<file path="config.mk">
export PLATFORM = sky130hd
export DESIGN_NAME = mpu_frame_assembler
export DESIGN_NICKNAME = d
export VERILOG_FILES = /design/src/rtl/mpu_pkg.sv /design/src/rtl/mpu_gyro_bias.sv /design/src/rtl/mpu_frame_assembler.sv
export SDC_FILE = /design/constraint.sdc
export NUM_CORES = 1
export LEC_CHECK = 0
export BUFFER_PORTS_ARGS = -buffer_cell sky130_fd_sc_hd__clkbuf_2
export CORE_AREA = 2 2 129 131
export CTS_CLUSTER_DIAMETER = 60
export CTS_CLUSTER_SIZE = 16
export DETAILED_ROUTE_END_ITERATION = 12
export DIE_AREA = 0 0 131 133
export PLACE_DENSITY = 0.79
export REMOVE_ABC_BUFFERS = 1
export SLEW_MARGIN = 20
export SYNTH_ARGS = -nofsm -noshare
export SYNTH_HDL_FRONTEND = slang
export SYNTH_SLANG_ARGS = --single-unit
</file>
<file path="constraint.sdc">
create_clock -name clk -period 2.7 [get_ports clk]
set_clock_uncertainty 0.2 [all_clocks]
set_input_delay 0.135 -clock clk [delete_from_list [all_inputs] [get_ports clk]]
set_output_delay 0.135 -clock clk [all_outputs]
set_load 0.02 [all_outputs]
</file>
<file path="src/rtl/mpu_pkg.sv">
// Shared constants for the MPU6050 burst assembler: frame layout, sample width,
// default timing/calibration parameters and FSM state encoding.
package mpu_pkg;

    localparam int FRAME_BYTES     = 14;
    localparam int SAMPLE_W        = 16;
    localparam int NUM_SAMPLES     = FRAME_BYTES / 2;
    localparam int GAP_TIMEOUT_DEF = 4096;
    localparam int CAL_SHIFT_DEF   = 6;

    localparam logic [7:0] MPU_ACCEL_XOUT_H = 8'h3B;

    // Byte offsets inside the burst starting at MPU_ACCEL_XOUT_H; big-endian pairs.
    localparam logic [3:0] AX_H = 4'd0,  AX_L = 4'd1;
    localparam logic [3:0] AY_H = 4'd2,  AY_L = 4'd3;
    localparam logic [3:0] AZ_H = 4'd4,  AZ_L = 4'd5;
    localparam logic [3:0] T_H  = 4'd6,  T_L  = 4'd7;
    localparam logic [3:0] GX_H = 4'd8,  GX_L = 4'd9;
    localparam logic [3:0] GY_H = 4'd10, GY_L = 4'd11;
    localparam logic [3:0] GZ_H = 4'd12, GZ_L = 4'd13;

    typedef enum logic [1:0] {
        ST_IDLE    = 2'd0,
        ST_COLLECT = 2'd1,
        ST_PUBLISH = 2'd2
    } mpu_state_e;

endpackage

</file>
<file path="src/rtl/mpu_gyro_bias.sv">
// Gyro bias calibration: sums the first 2^CAL_SHIFT frames per axis, then subtracts
// the averaged bias from every later sample with saturation to 16 bits.
module mpu_gyro_bias
    import mpu_pkg::*;
#(
    parameter int CAL_SHIFT = CAL_SHIFT_DEF
) (
    input  logic                     clk_i,
    input  logic                     rst_i,
    input  logic                     frame_i,
    input  logic [2:0][SAMPLE_W-1:0] gyro_raw_i,
    output logic [2:0][SAMPLE_W-1:0] gyro_corr_o,
    output logic                     cal_done_o
);

    localparam int ACC_W = SAMPLE_W + CAL_SHIFT;

    logic [2:0][ACC_W-1:0]    acc_q, acc_d;
    logic [2:0][SAMPLE_W-1:0] bias_q;
    logic [CAL_SHIFT-1:0]     cnt_q;
    logic                     cal_done_q;
    logic [SAMPLE_W:0]        diff;

    always_comb begin
        acc_d       = acc_q;
        gyro_corr_o = '0;
        diff        = '0;
        for (int a = 0; a < 3; a++) begin
            acc_d[a] = acc_q[a] + {{CAL_SHIFT{gyro_raw_i[a][SAMPLE_W-1]}}, gyro_raw_i[a]};
            // 17-bit difference; the top two bits disagree exactly when it overflows 16 bits
            diff = {gyro_raw_i[a][SAMPLE_W-1], gyro_raw_i[a]} - {bias_q[a][SAMPLE_W-1], bias_q[a]};
            case (diff[SAMPLE_W -: 2])
                2'b01:   gyro_corr_o[a] = {1'b0, {(SAMPLE_W-1){1'b1}}};
                2'b10:   gyro_corr_o[a] = {1'b1, {(SAMPLE_W-1){1'b0}}};
                default: gyro_corr_o[a] = diff[SAMPLE_W-1:0];
            endcase
        end
    end

    always_ff @(posedge clk_i) begin
        if (rst_i) begin
            acc_q      <= '0;
            bias_q     <= '0;
            cnt_q      <= '0;
            cal_done_q <= 1'b0;
        end else if (frame_i && !cal_done_q) begin
            acc_q <= acc_d;
            cnt_q <= cnt_q + 1'b1;
            if (&cnt_q) begin
                cal_done_q <= 1'b1;
                // Upper slice of the sum is the arithmetic shift right by CAL_SHIFT
                for (int a = 0; a < 3; a++) bias_q[a] <= acc_d[a][ACC_W-1:CAL_SHIFT];
            end
        end
    end

    assign cal_done_o = cal_done_q;

endmodule

</file>
<file path="src/rtl/mpu_frame_assembler.sv">
// Reassembles the MPU6050 14-byte accel/temp/gyro burst into seven samples on a valid/ready port.
// Define MPU_GYRO_BIAS_CAL_EN to enable gyro bias calibration over the first frames after reset.
module mpu_frame_assembler
    import mpu_pkg::*;
#(
    parameter int GAP_TIMEOUT = GAP_TIMEOUT_DEF
`ifdef MPU_GYRO_BIAS_CAL_EN
   ,parameter int CAL_SHIFT   = CAL_SHIFT_DEF
`endif
) (
    input  logic        clk,
    input  logic        rst,
    input  logic [7:0]  byte_in,
    input  logic        byte_valid,
    input  logic        rd_busy,
    output logic [15:0] accel_x,
    output logic [15:0] accel_y,
    output logic [15:0] accel_z,
    output logic [15:0] temp_raw,
    output logic [15:0] gyro_x,
    output logic [15:0] gyro_y,
    output logic [15:0] gyro_z,
    output logic        out_valid,
    input  logic        out_ready,
    output logic        frame_err,
    output logic        overrun,
    output logic        cal_done
);

    localparam int TMO_W = $clog2(GAP_TIMEOUT + 1);
    localparam int IDX_W = $clog2(FRAME_BYTES);

    mpu_state_e                              state_q;
    logic [IDX_W-1:0]                        idx_q;
    logic [TMO_W-1:0]                        tmo_q;
    logic [7:0]                              shadow_q [FRAME_BYTES-1];
    logic                                    rd_busy_q;
    logic                                    out_valid_q, frame_err_q, overrun_q;
    logic [NUM_SAMPLES-1:0][SAMPLE_W-1:0]    smp_q, raw_d, pub_d;
    logic [2:0][SAMPLE_W-1:0]                gyro_d;
    logic                                    cal_done_w, frame_done, rd_fall, timeout;

    assign rd_fall    = rd_busy_q & ~rd_busy;
    assign timeout    = (tmo_q == TMO_W'(GAP_TIMEOUT - 1));
    assign frame_done = (state_q == ST_COLLECT) && byte_valid && (idx_q == GZ_L);

    // The last low byte is taken straight from byte_in so the frame lands on the
    // outputs at the same edge that captures it, making them visible in PUBLISH.
    always_comb begin
        raw_d = '0;
        for (int s = 0; s < NUM_SAMPLES - 1; s++)
            raw_d[s] = {shadow_q[2*s], shadow_q[2*s+1]};
        raw_d[NUM_SAMPLES-1] = {shadow_q[GZ_H], byte_in};
        pub_d = {gyro_d, raw_d[3:0]};
    end

`ifdef MPU_GYRO_BIAS_CAL_EN
    mpu_gyro_bias #(
        .CAL_SHIFT (CAL_SHIFT)
    ) u_bias (
        .clk_i       (clk),
        .rst_i       (rst),
        .frame_i     (frame_done),
        .gyro_raw_i  (raw_d[6:4]),
        .gyro_corr_o (gyro_d),
        .cal_done_o  (cal_done_w)
    );
`else
    assign gyro_d     = raw_d[6:4];
    assign cal_done_w = 1'b1;
`endif

    always_ff @(posedge clk) begin
        if (rst) begin
            state_q     <= ST_IDLE;
            idx_q       <= '0;
            tmo_q       <= '0;
            rd_busy_q   <= 1'b0;
            smp_q       <= '0;
            out_valid_q <= 1'b0;
            frame_err_q <= 1'b0;
            overrun_q   <= 1'b0;
            for (int i = 0; i < FRAME_BYTES - 1; i++) shadow_q[i] <= '0;
        end else begin
            rd_busy_q   <= rd_busy;
            frame_err_q <= 1'b0;
            case (state_q)
                ST_COLLECT: begin
                    if (byte_valid) begin
                        tmo_q <= '0;
                        if (idx_q == GZ_L) begin
                            idx_q   <= '0;
                            state_q <= ST_PUBLISH;
                        end else begin
                            shadow_q[idx_q] <= byte_in;
                            idx_q           <= idx_q + 1'b1;
                        end
                    end else if (timeout || rd_fall) begin
                        frame_err_q <= 1'b1;
                        idx_q       <= '0;
                        tmo_q       <= '0;
                        state_q     <= ST_IDLE;
                    end else begin
                        tmo_q <= tmo_q + 1'b1;
                    end
                end
                default: begin
                    // IDLE and PUBLISH both take a strobe as byte 0 of a new frame
                    if (byte_valid) begin
                        shadow_q[AX_H] <= byte_in;
                        idx_q          <= AX_L;
                        tmo_q          <= '0;
                        state_q        <= ST_COLLECT;
                    end else begin
                        state_q <= ST_IDLE;
                    end
                end
            endcase

            if (frame_done && cal_done_w) begin
                smp_q       <= pub_d;
                out_valid_q <= 1'b1;
                if (out_valid_q && !out_ready) overrun_q <= 1'b1;
            end else if (out_valid_q && out_ready) begin
                out_valid_q <= 1'b0;
            end
        end
    end

    assign accel_x   = smp_q[0];
    assign accel_y   = smp_q[1];
    assign accel_z   = smp_q[2];
    assign temp_raw  = smp_q[3];
    assign gyro_x    = smp_q[4];
    assign gyro_y    = smp_q[5];
    assign gyro_z    = smp_q[6];
    assign out_valid = out_valid_q;
    assign frame_err = frame_err_q;
    assign overrun   = overrun_q;
    assign cal_done  = cal_done_w;

endmodule

</file>
==> qor.csv <==
stage,metric,value,unit
clock_network,level count of the clock H-tree,1,
power,Overall Power,6.527,mW
clock_network,CTS sink cnt,239,
final_layout,final non-filler cell total,1226,
synthesis,area share of the largest cell type after synthesis,0.3467,
clock_network,CTS tree,yes,
synthesis,post-synth top area cell,edfxtp_1,
place,PortBufs,127,
clock_network,Max clock buf depth,3,
place,gpl congestion,0.8031,
status,outcome,finished clean,
grt,Global Route Usage Sum,0.2171,
flow_run,max cap viols,0,
grt,grt ovf,0,
sta,Max Fclk,0.3867,GHz
synthesis,area of the mapped netlist,9009,µm²
power,Static Leak,3.945,nW
final_layout,final instance area,10480,µm²
floorplanning,DIE WIDTH,131,µm
synthesis,ys flop type,dfxtp_1,
synthesis,asr flop ratio synth,0,
sta,final setup margin,0.1140,ns
grt,first-pass GRT wire length,29.75,mm
worst_setup_path,Crit. End Element,flip-flop,
floorplanning,I/O pin count,129,
floorplanning,Cell Rows,47,
synthesis,"Avg Cell Area, Syn",10.30,µm²
sta,Slew HR,0.3461,
synthesis,synthesized flop and latch total,239,
detailed_routing,vias,6424,
final_layout,"most common cell after layout, fill and taps aside",nand2_1,
detailed_routing,DR vias/cell,5.240,
sta,fin crit period,2.586,ns
floorplanning,Core ar.,16170,µm²
clock_network,"CTS clk-pin slew, worst paths",0.07,ns
detailed_routing,antenna-violating nets left,0,
detailed_routing,Initial DRC Count,404,
sta,final setup TNS,0,ns
power,Pwr Density,622.7,nW/µm²
worst_setup_path,CP Launch Type,flip-flop,
floorplanning,die area,17420,µm²
worst_setup_path,cell at the slowest stage of the critical path,dlygate4sd3_1,
clock_network,Root Buffer,clkbuf_16,
worst_setup_path,Worst EP required,2.87,ns
place,dpl cells,1182,
grt,number of global-route vias before repair,5870,
final_layout,most frequent cells in the layout,"nand2_1 (233), dfxtp_1 (135), clkbuf_2 (126), a21oi_1 (123), edfxtp_1 (104)",
synthesis,Post-Synthesis Cells,875,
place,pre-CTS WS,0.4150,ns
worst_setup_path,"slowest stage delay, CP",0.55,ns
floorplanning,Die Y,133,µm
worst_setup_path,crit-path max FO,5,
synthesis,top post-synthesis cells by area,"edfxtp_1 (35%), dfxtp_1 (30%), nand2_1 (9.7%)",
clock_network,setup repair bufs after CTS,0,
place,Placed Area,9829,µm²
grt,initial antenna violation count,0,
synthesis,number of synthesized flops with an enable pin,104,
synthesis,"Seq/Total Area, Yosys",0.6467,
final_layout,Layout Nets,1008,
grt,pin count of the biggest net entering global routing,98,
floorplanning,Starting Density,0.5571,
detailed_routing,Residual DRC,0,
sta,Final Setup Violations,0,
sta,final-report max-slew violation count,0,
clock_network,cts bufs inserted,18,
detailed_routing,total detailed-routing wirelength,19.30,mm
final_layout,area grow syn2layout,16.35,%
synthesis,"Distinct cells, synth",50,
sta,Final Hold Fails,0,
worst_hold_path,HP Class,input pin to flip-flop,
detailed_routing,DRT Pass-1 Iters,5,
power,Max VDD drop,0.3605,mV
final_layout,Inserted Diodes,0,
worst_setup_path,critical path class,flip-flop to flip-flop,
place,HPWL Detailed,11.69,mm
synthesis,YS warnings,0,
worst_setup_path,cells along the critical path,"ha_1, nand3_1, o41ai_2, buf_4, a21o_1, o32ai_1, dlygate4sd3_1",
sta,crit share post-route,0.9578,
worst_setup_path,Critical Path AT,2.76,ns
final_layout,share of layout cells above drive strength 1,0.1849,
clock_network,clk_lat worst skew,0.49,ns
detailed_routing,WL/cell,15.74,µm
sta,Slew @ Worst Pin,0.9809,ns
==> Yosys cell counts, types with 2 or more instances <==
cell type / instances
nand2_1: 233
dfxtp_1: 135
a21oi_1: 123
edfxtp_1: 104
and2_1: 96
clkbuf_1: 34
nor2_1: 18
buf_2: 14
or2_2: 14
nor2b_1: 11
nand2b_1: 8
buf_4: 6
nand3_1: 6
nor3_1: 5
o31ai_1: 5
or4_1: 5
nor4_1: 4
o21ai_0: 4
a21o_1: 3
a22o_1: 3
nand3b_1: 3
nand4_1: 3
or3_1: 3
a211oi_1: 2
a31oi_1: 2
and3_1: 2
buf_1: 2
inv_1: 2
o21a_1: 2
o311ai_0: 2
xnor2_1: 2
==> area by class of cell <==
class	count	area, µm²
Tap cell	220	275.3
Fill cell	1289	5690
Clock buffer	32	524.3
Timing Repair Buffer	156	910.9
Sequential cell	239	5826
Inverter	2	7.507
Multi-Input combinational cell	577	2938
==> cells by family (layout without fill, tap and decap cells) <==
kind of cell,after synthesis,after routing,synth area share
and+or+nand+nor,419,419,0.2256
DFF,239,239,0.6467
AOI/OAI and AO/OA,154,154,0.09486
buffers and inverters,59,190,0.02917
xor gates and xnor gates,2,2,0.001945
adders and majority gates,1,1,0.001389
other,1,1,0.0004163
==> per-layer routing <==
metal	GRT usage	vias to the layer above	wire length, µm
li1	-	3188	-
met1	0.2921	3021	8262
met2	0.3564	180	9574
met3	0.03518	35	1040
met4	0.07624	0	424
met5	0	-	0
==> worst max-delay path, delay by kind of cell (launching register included) <==
kind	cells	cell delay, ns
AO/OA/AOI/OAI	3	0.65
AND/OR/NAND/NOR	1	0.22
adder cells (fa/ha/maj)	1	0.24
flip-flops	1	0.41
buffers and inverters	2	0.74
==> report_power, final <==
group / leakage, nW / internal (mW) / switching, mW / total [mW]
combinational: 1.53 / 0.0500 / 0.136 / 0.186
sequential: 2.17 / 3.82 / 0.0244 / 3.85
clock: 0.249 / 1.32 / 1.17 / 2.49
==> metrics by stage <==
stage	hold WS (ns)	utilization
3_5_place_dp	0.1821	0.6078
2_1_floorplan	0.004066	-
4_1_cts	0.006244	0.6477
3_3_place_gp	0.1757	0.6078
5_1_grt	0.01689	0.6481
6_report	0.02719	0.6481
==> path summary, 6_finish.rpt <==
kind         startpoint   endpoint  slack, ns  cells after the start
max            tmo_q[0]   idx_q[2]       0.11                      7
min          byte_in[1]  gyro_z[1]       0.03                      3
max reg2reg    tmo_q[0]   idx_q[2]       0.11                      7
min reg2reg   gyro_y[1]  gyro_y[1]       0.25                      2
==> state kept, by name, indices dropped and copies added, names as in the netlist <==
signal / cells
accel_x: 16
accel_y: 16
accel_z: 16
frame_err: 1
gyro_x: 16
gyro_y: 16
gyro_z: 16
idx_q: 4
out_valid: 1
overrun: 1
rd_busy_q: 1
shadow_q: 104
state_q: 2
temp_raw: 16
tmo_q: 13
==> repair_timing <==
| action | 4_1_cts | 5_1_grt |
|---|---|---|
| resized for setup | 0 | 1 |
| hold endpoints to repair | 21 | 0 |
| hold buffers | 12 | 0 |
| endpoints found under the setup margin | 0 | 1 |
No activity file was read; power rests on OpenSTA's default activity.
